===== src/rtl/crack_pkg.sv =====
// Shared types and helpers for the ARC4 key-space scheduler.
package crack_pkg;

    localparam int unsigned KEY_W = 24;

    typedef logic [KEY_W-1:0] key_t;
    typedef logic [KEY_W:0]   keyptr_t;

    typedef enum logic [1:0] {
        IDLE,
        RUN,
        ABORT,
        FINISH
    } sched_state_e;

    localparam key_t KEY_MAX = 24'hFFFFFF;

    // Last key of the chunk starting at ptr, clipped to the range end.
    function automatic key_t chunk_last(input keyptr_t ptr, input key_t chunk, input key_t hi);
        keyptr_t last;
        last = ptr + keyptr_t'(chunk) - keyptr_t'(1);
        return (last > keyptr_t'(hi)) ? hi : key_t'(last);
    endfunction

    // No keys left once the pointer passes the range end or wraps past KEY_MAX.
    function automatic logic ptr_exhausted(input keyptr_t ptr, input key_t hi);
        return (ptr > keyptr_t'(hi)) || (ptr > keyptr_t'(KEY_MAX));
    endfunction

endpackage


===== src/rtl/crack_sched_if.sv =====
// Upstream request/result handshake plus the per-core engine bus.
interface crack_sched_if #(
    parameter int unsigned NUM_CORES = 2
);
    import crack_pkg::*;

    logic                     en;
    logic                     rdy;
    key_t                     low_key;
    key_t                     high_key;
    key_t                     key;
    logic                     key_valid;
    logic [NUM_CORES-1:0]     core_en;
    logic [NUM_CORES-1:0]     core_rdy;
    logic [24*NUM_CORES-1:0]  core_low_key;
    logic [24*NUM_CORES-1:0]  core_high_key;
    logic [24*NUM_CORES-1:0]  core_key;
    logic [NUM_CORES-1:0]     core_key_valid;
    logic [NUM_CORES-1:0]     core_abort;

    // Environment side: issues requests and hosts the crack engines.
    modport master (
        output en, low_key, high_key, core_rdy, core_key, core_key_valid,
        input  rdy, key, key_valid, core_en, core_low_key, core_high_key, core_abort
    );

    // Scheduler side.
    modport slave (
        input  en, low_key, high_key, core_rdy, core_key, core_key_valid,
        output rdy, key, key_valid, core_en, core_low_key, core_high_key, core_abort
    );

endinterface


===== src/rtl/crack_prio_enc.sv =====
// Lowest-set-bit priority encoder with an any-request flag.
module crack_prio_enc #(
    parameter  int unsigned W  = 2,
    localparam int unsigned IW = (W > 1) ? $clog2(W) : 1
) (
    input  logic [W-1:0]  req,
    output logic [IW-1:0] idx_c,
    output logic          any_c
);

    // Scan from the top so the lowest set bit is written last and wins.
    always_comb begin
        idx_c = '0;
        any_c = 1'b0;
        for (int i = int'(W) - 1; i >= 0; i--) begin
            if (req[i]) begin
                idx_c = IW'(i);
                any_c = 1'b1;
            end
        end
    end

endmodule


===== src/rtl/crack_sched.sv =====
// Splits one inclusive key range into chunks, farms them out to the crack
// engines, and stops everything on the first reported key.
module crack_sched
    import crack_pkg::*;
#(
    parameter int unsigned NUM_CORES = 2,
    parameter key_t        CHUNK     = 24'h000100
) (
    input  logic          clk,
    input  logic          rst,
    crack_sched_if.slave  bus
);

    localparam int unsigned KW = KEY_W;
    localparam int unsigned IW = (NUM_CORES > 1) ? $clog2(NUM_CORES) : 1;
    localparam int unsigned BW = KW * NUM_CORES;

    sched_state_e state, next_state;

    keyptr_t              next_ptr_q, next_ptr_d;
    key_t                 high_q, high_d;
    logic [NUM_CORES-1:0] busy_q, busy_d;
    logic [NUM_CORES-1:0] started_q, started_d;

    logic                 rdy_q, rdy_d;
    key_t                 key_q, key_d;
    logic                 key_valid_q, key_valid_d;
    logic [NUM_CORES-1:0] core_en_q, core_en_d;
    logic [NUM_CORES-1:0] core_abort_q, core_abort_d;
    logic [BW-1:0]        low_keys_q, low_keys_d;
    logic [BW-1:0]        high_keys_q, high_keys_d;

    logic [NUM_CORES-1:0] avail_c;
    logic [NUM_CORES-1:0] done_c;
    logic [NUM_CORES-1:0] hit_c;
    logic [IW-1:0]        disp_idx_c, hit_idx_c;
    logic                 disp_any_c, hit_any_c;
    logic                 exhausted_c;

    // Only cores we handed work to count; a completion needs rdy to have dropped first.
    assign avail_c     = ~busy_q & bus.core_rdy;
    assign done_c      = busy_q & started_q & bus.core_rdy;
    assign hit_c       = done_c & bus.core_key_valid;
    assign exhausted_c = ptr_exhausted(next_ptr_q, high_q);

    crack_prio_enc #(.W(NUM_CORES)) u_disp_enc (
        .req   (avail_c),
        .idx_c (disp_idx_c),
        .any_c (disp_any_c)
    );

    crack_prio_enc #(.W(NUM_CORES)) u_hit_enc (
        .req   (hit_c),
        .idx_c (hit_idx_c),
        .any_c (hit_any_c)
    );

    // Next-state, bookkeeping and registered-output values.
    always_comb begin
        next_state   = state;
        next_ptr_d   = next_ptr_q;
        high_d       = high_q;
        busy_d       = busy_q;
        started_d    = started_q;
        key_d        = key_q;
        key_valid_d  = key_valid_q;
        core_en_d    = '0;
        core_abort_d = '0;
        low_keys_d   = low_keys_q;
        high_keys_d  = high_keys_q;

        case (state)
            IDLE: begin
                if (bus.en) begin
                    high_d      = bus.high_key;
                    next_ptr_d  = keyptr_t'(bus.low_key);
                    key_d       = '0;
                    key_valid_d = 1'b0;
                    next_state  = (bus.low_key > bus.high_key) ? FINISH : RUN;
                end
            end
            RUN: begin
                started_d = (started_q | (busy_q & ~bus.core_rdy)) & ~done_c;
                busy_d    = busy_q & ~done_c;
                if (hit_any_c) begin
                    key_d        = bus.core_key[32'(hit_idx_c) * KW +: KW];
                    key_valid_d  = 1'b1;
                    core_abort_d = busy_d;
                    next_state   = ABORT;
                end else if (disp_any_c && !exhausted_c) begin
                    core_en_d[disp_idx_c] = 1'b1;
                    busy_d[disp_idx_c]    = 1'b1;
                    low_keys_d[32'(disp_idx_c) * KW +: KW]  = key_t'(next_ptr_q);
                    high_keys_d[32'(disp_idx_c) * KW +: KW] = chunk_last(next_ptr_q, CHUNK, high_q);
                    next_ptr_d = next_ptr_q + keyptr_t'(CHUNK);
                end else if (exhausted_c && (busy_d == '0)) begin
                    next_state = FINISH;
                end
            end
            ABORT: begin
                busy_d     = '0;
                started_d  = '0;
                next_state = FINISH;
            end
            FINISH: begin
                next_state = IDLE;
            end
            default: begin
                next_state = IDLE;
            end
        endcase

        rdy_d = (next_state == IDLE);
    end

    // State, bookkeeping and output registers.
    always_ff @(posedge clk or posedge rst) begin
        if (rst) begin
            state        <= IDLE;
            next_ptr_q   <= '0;
            high_q       <= '0;
            busy_q       <= '0;
            started_q    <= '0;
            rdy_q        <= 1'b1;
            key_q        <= '0;
            key_valid_q  <= 1'b0;
            core_en_q    <= '0;
            core_abort_q <= '0;
            low_keys_q   <= '0;
            high_keys_q  <= '0;
        end else begin
            state        <= next_state;
            next_ptr_q   <= next_ptr_d;
            high_q       <= high_d;
            busy_q       <= busy_d;
            started_q    <= started_d;
            rdy_q        <= rdy_d;
            key_q        <= key_d;
            key_valid_q  <= key_valid_d;
            core_en_q    <= core_en_d;
            core_abort_q <= core_abort_d;
            low_keys_q   <= low_keys_d;
            high_keys_q  <= high_keys_d;
        end
    end

    assign bus.rdy           = rdy_q;
    assign bus.key           = key_q;
    assign bus.key_valid     = key_valid_q;
    assign bus.core_en       = core_en_q;
    assign bus.core_abort    = core_abort_q;
    assign bus.core_low_key  = low_keys_q;
    assign bus.core_high_key = high_keys_q;

endmodule

===== src/flat_wrapper.sv =====
// flat-port wrapper written by rule: the top's interface ports become plain ports
module crack_sched_flat import crack_pkg::*;
#(
    parameter int unsigned NUM_CORES = 2,
    parameter key_t        CHUNK     = 24'h000100
)
  (clk, rst, bus_en, bus_low_key, bus_high_key, bus_core_rdy, bus_core_key, bus_core_key_valid, bus_rdy, bus_key, bus_key_valid, bus_core_en, bus_core_low_key, bus_core_high_key, bus_core_abort);
  crack_sched_if #(.NUM_CORES(NUM_CORES)) bus_i ();
  input  logic clk;
  input  logic rst;
  input wire logic [$bits(bus_i.en)-1:0] bus_en;
  input wire logic [$bits(bus_i.low_key)-1:0] bus_low_key;
  input wire logic [$bits(bus_i.high_key)-1:0] bus_high_key;
  input wire logic [$bits(bus_i.core_rdy)-1:0] bus_core_rdy;
  input wire logic [$bits(bus_i.core_key)-1:0] bus_core_key;
  input wire logic [$bits(bus_i.core_key_valid)-1:0] bus_core_key_valid;
  output wire logic [$bits(bus_i.rdy)-1:0] bus_rdy;
  output wire logic [$bits(bus_i.key)-1:0] bus_key;
  output wire logic [$bits(bus_i.key_valid)-1:0] bus_key_valid;
  output wire logic [$bits(bus_i.core_en)-1:0] bus_core_en;
  output wire logic [$bits(bus_i.core_low_key)-1:0] bus_core_low_key;
  output wire logic [$bits(bus_i.core_high_key)-1:0] bus_core_high_key;
  output wire logic [$bits(bus_i.core_abort)-1:0] bus_core_abort;
  assign bus_i.en = bus_en;
  assign bus_i.low_key = bus_low_key;
  assign bus_i.high_key = bus_high_key;
  assign bus_i.core_rdy = bus_core_rdy;
  assign bus_i.core_key = bus_core_key;
  assign bus_i.core_key_valid = bus_core_key_valid;
  assign bus_rdy = bus_i.rdy;
  assign bus_key = bus_i.key;
  assign bus_key_valid = bus_i.key_valid;
  assign bus_core_en = bus_i.core_en;
  assign bus_core_low_key = bus_i.core_low_key;
  assign bus_core_high_key = bus_i.core_high_key;
  assign bus_core_abort = bus_i.core_abort;
  crack_sched #(.NUM_CORES(NUM_CORES), .CHUNK(CHUNK)) u_core (.clk(clk), .rst(rst), .bus(bus_i));
endmodule

===== config.mk =====
export PLATFORM = sky130hd
export DESIGN_NAME = crack_sched_flat
export DESIGN_NICKNAME = d
export VERILOG_FILES = /design/src/rtl/crack_pkg.sv /design/src/rtl/crack_sched_if.sv /design/src/rtl/crack_prio_enc.sv /design/src/rtl/crack_sched.sv /design/src/flat_wrapper.sv
export SDC_FILE = /design/constraint.sdc
export NUM_CORES = 1
export LEC_CHECK = 0
export CAP_MARGIN = 20
export CORE_ASPECT_RATIO = 0.6
export CORE_UTILIZATION = 42
export DETAILED_ROUTE_END_ITERATION = 16
export DONT_BUFFER_PORTS = 1
export GPL_TIMING_DRIVEN = 0
export PLACE_DENSITY = 0.67
export SLEW_MARGIN = 15
export SYNTH_ARGS = -nofsm -noshare
export SYNTH_HDL_FRONTEND = slang
export SYNTH_SLANG_ARGS = --single-unit

===== constraint.sdc =====
create_clock -name clk -period 9.98 [get_ports clk]
set_clock_uncertainty 0.15 [all_clocks]
set_input_delay 0.499 -clock clk [delete_from_list [all_inputs] [get_ports clk]]
set_output_delay 0.499 -clock clk [all_outputs]
set_load 0.005 [all_outputs]

# Word level (Yosys, flattened, before mapping)

Index checks and enable logic that the tools add are counted.

Register bits: 181
Bits of input ports: 103
Output and inout bits: 126
Word-level logic and storage cells: 97

Add/subtract/negate cells: 3
$mul: 2
Order comparisons: 6
Equal/unequal tests: 7
Shift operators: 4
Multiplexer cells: 36
Bitwise gates (word level): 13
Reduce and logical (&&, ||, !) cells: 14

Operators with widths:

| kind                     | count |
|---|---|
| $bwmux 48                | 2 |
| $shiftx 24x34->48        | 2 |
| $mux 25                  | 3 |
| $mux 24                  | 3 |
| $gt 25x24->1             | 2 |
| $pmux 25 s2              | 1 |
| $pmux 24 s2              | 1 |
| $shift 24x34->48 const A | 1 |
| $shiftx 48x7->24         | 1 |
| $neg 6->34               | 1 |
| $add 25x9->25 const B    | 1 |
| $gt 25x24->1 const B     | 1 |
| $sub 25x1->25 const B    | 1 |
| $gt 24x24->1             | 1 |
| $mux 2                   | 12 |
| $and 2x2->2              | 7 |
| $mux 1                   | 9 |
| $pmux 2 s2               | 2 |
| $pmux 2 s4               | 1 |
| $logic_not 2->1          | 3 |
| $mul 1x2->3 const B      | 2 |
| $not 2->2                | 3 |
| $reduce_and 3->1         | 2 |
| $eq 2x2->1 const B       | 2 |
| other kinds (15)         | 21 |

# Depth between registers and ports, before layout

Depth in word-level cells: 12
Depth in mapped cells: 18
Mapped depth without buffers: 16

# Hierarchy

Synthesis repeated with hierarchy kept, for this count alone.

Cell total of the unflattened synthesis: 1136
Area, all modules: 10423.7 um2

Modules (own cells, without submodules):

| module         | instances | cells each | area each (um2) | sequential area each (um2) |
|---|---|---|---|---|
| crack_sched    | 1         | 1132       | 10398.7         | 4530.6 |
| crack_prio_enc | 2         | 2          | 12.5            | 0.0 |

# Worst setup path after synthesis

No wires, ideal clock.

Path type: register -> register
Start: reg u_core.next_ptr_q[8]
End: reg u_core.high_keys_q[24] (netlist: u_core.bus.core_high_key[24])
Setup time: 125 ps
Arrival time: 3952 ps
Data required time: 9705 ps
Path slack: 5753 ps
Stages on the path, launching flop included: 18
Path buffers: 2
Period minus slack after synthesis: 4227 ps
Cell sequence: dfrtp_1 ha_1 clkbuf_1 xnor2_1 nand4_1 nor2_1 nand3_1 o22ai_1 xor2_1 ha_1 or4_1 a221oi_1 nand2_1 o21ai_1 o21ai_4 buf_6 mux2_4 mux2_2

Longest elaborated chain between the ends: 6
Elaborated cells on any way between the ends: 12
Those cells by class: 2 x add/sub; 3 x order compare; 1 x shift; 2 x mux; 4 x reduce/logical

Ends and longest elaborated chain:

| item                   | line               | source |
|---|---|---|
| start, declared        | crack_sched.sv:20  | `keyptr_t next_ptr_q, next_ptr_d;` |
| start signal, assigned | crack_sched.sv:133 | `next_ptr_q <= next_ptr_d;` |
| $add 25x9->25          | crack_pkg.sv:21    | `last = ptr + keyptr_t'(chunk) - keyptr_t'(1);` |
| $sub 25x1->25          | crack_pkg.sv:21    |  |
| $gt 25x24->1           | crack_pkg.sv:22    | `return (last > keyptr_t'(hi)) ? hi : key_t'(last);` |
| $mux 24                | crack_pkg.sv:22    |  |
| $shiftx 24x34->48      | crack_sched.sv:94  | `high_keys_d[32'(disp_idx_c) * KW +: KW] = chunk_last(next_ptr_q, CHUNK, high_q);` |
| $bwmux 48              | crack_sched.sv:94  |  |
| end signal, assigned   | crack_sched.sv:143 | `high_keys_q <= high_keys_d;` |
| end, declared          | crack_sched.sv:31  | `logic [BW-1:0] high_keys_q, high_keys_d;` |

Parallel ways exist; a longest one is shown, timed or not.
A chain may end at the register's enable or synchronous reset.

# Worst setup path in the final report

Start: reg u_core.next_ptr_q[8]
End: reg u_core.high_keys_q[18] (netlist: u_core.bus.core_high_key[18])

Same word-level chain as after synthesis.

==> metrics.md <==
| Metric | Value |
|---|---|
| Slew @ Worst Pin | between 0.9 and 1 ns |
| Slew HR | 0.387 |
| Total CTS buffers | 17 |
| Crit path capture type | flip-flop |
| Leak Pwr | roughly 0.0054 uW |
| Post-synthesis mux area share | 0.161 |
| Tot GR Track Use | 0.263 |
| Setup TNS | 0 ns |
| Met1 usage | 0.393 |
| First-pass GRT wire length | between 50,000 and 60,000 microns |
| Total power | ~4400 uW |
| Nets | roughly 1,200 |
| Ys async rst share | 1.00 |
| Grt met3 use | 0.0934 |
| Initial antenna violation count | 0 |
| Synth Cell Area | between 0.01 and 0.015 sq mm |
| Die Wd | ~210 microns |
| Final Slew Violations | 0 |
| Hold Crit Class | in2reg |
| Row count | between 40 and 50 |
| Startpoint Class | flip-flop |
| Drt initial violations | roughly 820 |
| GRT overflow | 0 |
| Via count | ~8,500 |
| DR vias/cell | approximately 6.1 |
| CTS tree | done |
| Wire per inst | about 24 microns |
| EDFF count, synth | 0 |
| Final setup fails | 0 |
| Clk Latency, worst-skew pair | 0.46 ns |
| Flops & latches, synth | roughly 180 |
| Fin crit period | ~6.1 ns |
| Post-Synth XOR/XNOR Area | 0.0255 |
| Die Height | approximately 130 microns |
| Share of cells above drive strength 1 | 0.162 |
| Top_reg_cell synth | dfrtp_1 |
| Sink Count | around 180 |
| Cell Pwr Density | about 380 mW/mm^2 |
| Final hold slack | about 0.032 ns |
| Crit Path Category | reg2reg |
| Synth Area in Simple Gates | 0.132 |
| Maximum clock path buffer count | 2 |
| Worst Path Arrival | 6.27 ns |
| GP Congestion | between 0.9 and 1 |
| DP HPWL | between 20,000 and 30,000 microns |
| Warnings, synthesis | 0 |
| Fin crit share | 0.610 |
| Sequential area share after synthesis | 0.425 |
| Initial Util | 0.434 |
| Final core utilization | 0.476 |
| Max-cap violations | 0 |
| Main combinational cell family by area after synthesis | multiplexers |
| Cells after Synth | ~1,000 |
| H-tree Lvls | 4 |
| Unrepaired setup endpoints after global routing | no |
| Layer with the highest usage | met1 |
| Vias in the first global route | about 8,000 |
| DRT Pass-1 Iters | 5 |
| Critical Path Max Stage Delay | roughly 0.7 ns |
| Fmax | between 150 and 200 MHz |
| IO Pins | roughly 230 |
| Mapped Nets | roughly 1,200 |
| Largest net degree at the start of global routing | between 100 and 150 |
| Status | finished clean |
| Worst Path Required | between 10 and 15 ns |
| Synth Area in Adders | 0.0916 |
| DRC | 0 |
| Diode count | 0 |
| Core Area | ~0.025 sq mm |
| Met2 usage | 0.350 |
| Avg Synthesized Cell Area | 10.2 sq um |
| Max IR drop VDD | 0.150 mV |
| Area Growth Syn to Fin | 9.64% |
| IO buf count | 0 |
| Full die area | between 0.02 and 0.03 sq mm |
| Root Buffer | clkbuf_16 |
| Worst-path cell chain | ha_1, clkbuf_1, xnor2_1, nand4_1, nor2_1, a32oi_1, a41oi_1, xor2_1, ha_1, nand4_1, nor4_1, o31ai_1, nand2_1, o21ai_1, o21ai_4, buf_6, mux2_4, mux2_2 |
| Final ANT Viol Nets | 0 |
| Final Hold Viols | 0 |
| Worst-path fanout max | 10 |
| Slowest CP cell | nor4_1 |
| Reg clk slew, reported paths | ~0.080 ns |
| Synth cell types | 65 |
| Compound-gate portion of the synthesized area | 0.116 |
| WL final | around 33,000 microns |
[worst max-delay path, delay by kind of cell, from the launching register on]
family,cells,cell delay [ns]
simple gates,5,1.85
xor+xnor,2,0.55
compound gates,5,0.93
buf+inv,2,0.72
fa+ha+maj,2,0.53
flops,1,0.59
mux,2,0.63
[where the power goes]
part	total (uW)	switching [uW]	internal [uW]
Clock	688	329	359
Sequential	1380	312	1070
Combinational	2330	1360	969
[what timing repair did]
action,CTS,global route
endpoints found under the hold margin,98,0
setup endpoints to repair,0,0
gates resized for setup,0,0
buffers inserted,0,0
hold buffers,1,0
[registers in the layout, summed over array words and instances (netlist names)]
name and cells:
u_core.bus.core_low_key 48, u_core.bus.key 24, u_core.bus.key_valid 1, u_core.bus.core_abort 2
u_core.busy_q 2, u_core.state 2, u_core.next_ptr_q 25, u_core.bus.core_high_key 48
u_core.bus.rdy 1, u_core.started_q 2, u_core.high_q 24, u_core.bus.core_en 2
[area by class of cell]
cell class | count | area [sq um]
Timing Repair Buffer | 2 | 37.5
Buffer | 63 | 282
Clock inverter | 13 | 136
Inverter | 63 | 244
Clock buffer | 19 | 443
Fill cell | 2290 | 12900
Sequential cell | 181 | 4530
Tap cell | 322 | 403
Multi-Input combinational cell | 734 | 5600
[metrics by stage]
| step | instances | setup WS, ns | instance area, sq um |
|---|---|---|---|
| after floorplan | 1041 | 4.42 | 10700 |
| after global placement | 1363 | 2.22 | 11100 |
| after detailed placement | 1364 | 4.30 | 11100 |
| after CTS | 1397 | 4.23 | 11700 |
| after global routing | 1397 | 3.82 | 11700 |
| final | 1397 | 3.90 | 11700 |
[cells in the mapped netlist, types with 5 or more instances]
cell type	number	area [sq um]
a21o_1	7	52.6
a21oi_1	41	205
a2bb2oi_1	5	43.8
a31oi_1	6	37.5
a41oi_1	5	43.8
and2_1	5	31.3
and3_1	11	68.8
and4_1	9	78.8
buf_1	9	33.8
buf_2	11	55.1
clkbuf_1	38	143
dfrtp_1	180	4500
ha_1	78	976
inv_1	63	236
mux2_2	97	1090
mux2_4	19	285
mux2i_1	29	290
nand2_1	83	312
nand2b_1	10	62.6
nand3_1	52	260
nand4_1	26	163
nor2_1	43	161
nor2b_1	5	31.3
nor3_1	15	75.1
o21ai_0	78	390
o22a_1	6	52.6
o22ai_1	6	37.5
o31ai_1	5	37.5
or3_1	5	31.3
xnor2_1	19	166
xor2_1	12	105
[cell families after synthesis]
kind of cell | after synthesis
DFF | 181
AOI/OAI and AO/OA | 198
xor gates and xnor gates | 31
muxes | 149
adders and majority gates | 78
buffers and inverters | 126
and+or+nand+nor | 278
[path summary, 6_finish.rpt]
| path | from | to | slack, ns | cells past startpoint |
|---|---|---|---|---|
| worst min-delay path | bus_low_key[1] | u_core.next_ptr_q[1] | 0.03 | 2 |
| worst max-delay path | u_core.next_ptr_q[8] | u_core.bus.core_high_key[18] | 3.90 | 18 |
| min in group asynchronous | rst | u_core.bus.key[11] | 0.49 | 2 |
| max in group asynchronous | rst | u_core.bus.core_en[1] | 8.31 | 3 |
| worst min register to register | u_core.high_q[1] | u_core.high_q[1] | 0.35 | 2 |
| worst max register to register | u_core.next_ptr_q[8] | u_core.bus.core_high_key[18] | 3.90 | 18 |
[cells in the final DEF, fill, tap and decap left out, types with 10 or more instances in the layout]
cell and n:
a21oi_1 41, xor2_1 12, mux2i_1 29, xnor2_1 19, nor3_1 15, nand4_1 26, mux2_4 19, o21ai_0 78
ha_1 78, nor2_1 43, clkbuf_1 39, nand3_1 52, dfrtp_1 180, buf_2 11, mux2_2 97, nand2b_1 10
inv_1 62, and3_1 11, clkbuf_16 17, nand2_1 83
[metal layers]
layer | vias up | share of wire
met5 | - | 0.0015
met4 | 2 | 0.014
met3 | 33 | 0.12
met2 | 417 | 0.40
met1 | 4237 | 0.46
li1 | 3791 | -
(Power assumes the default switching activity.)
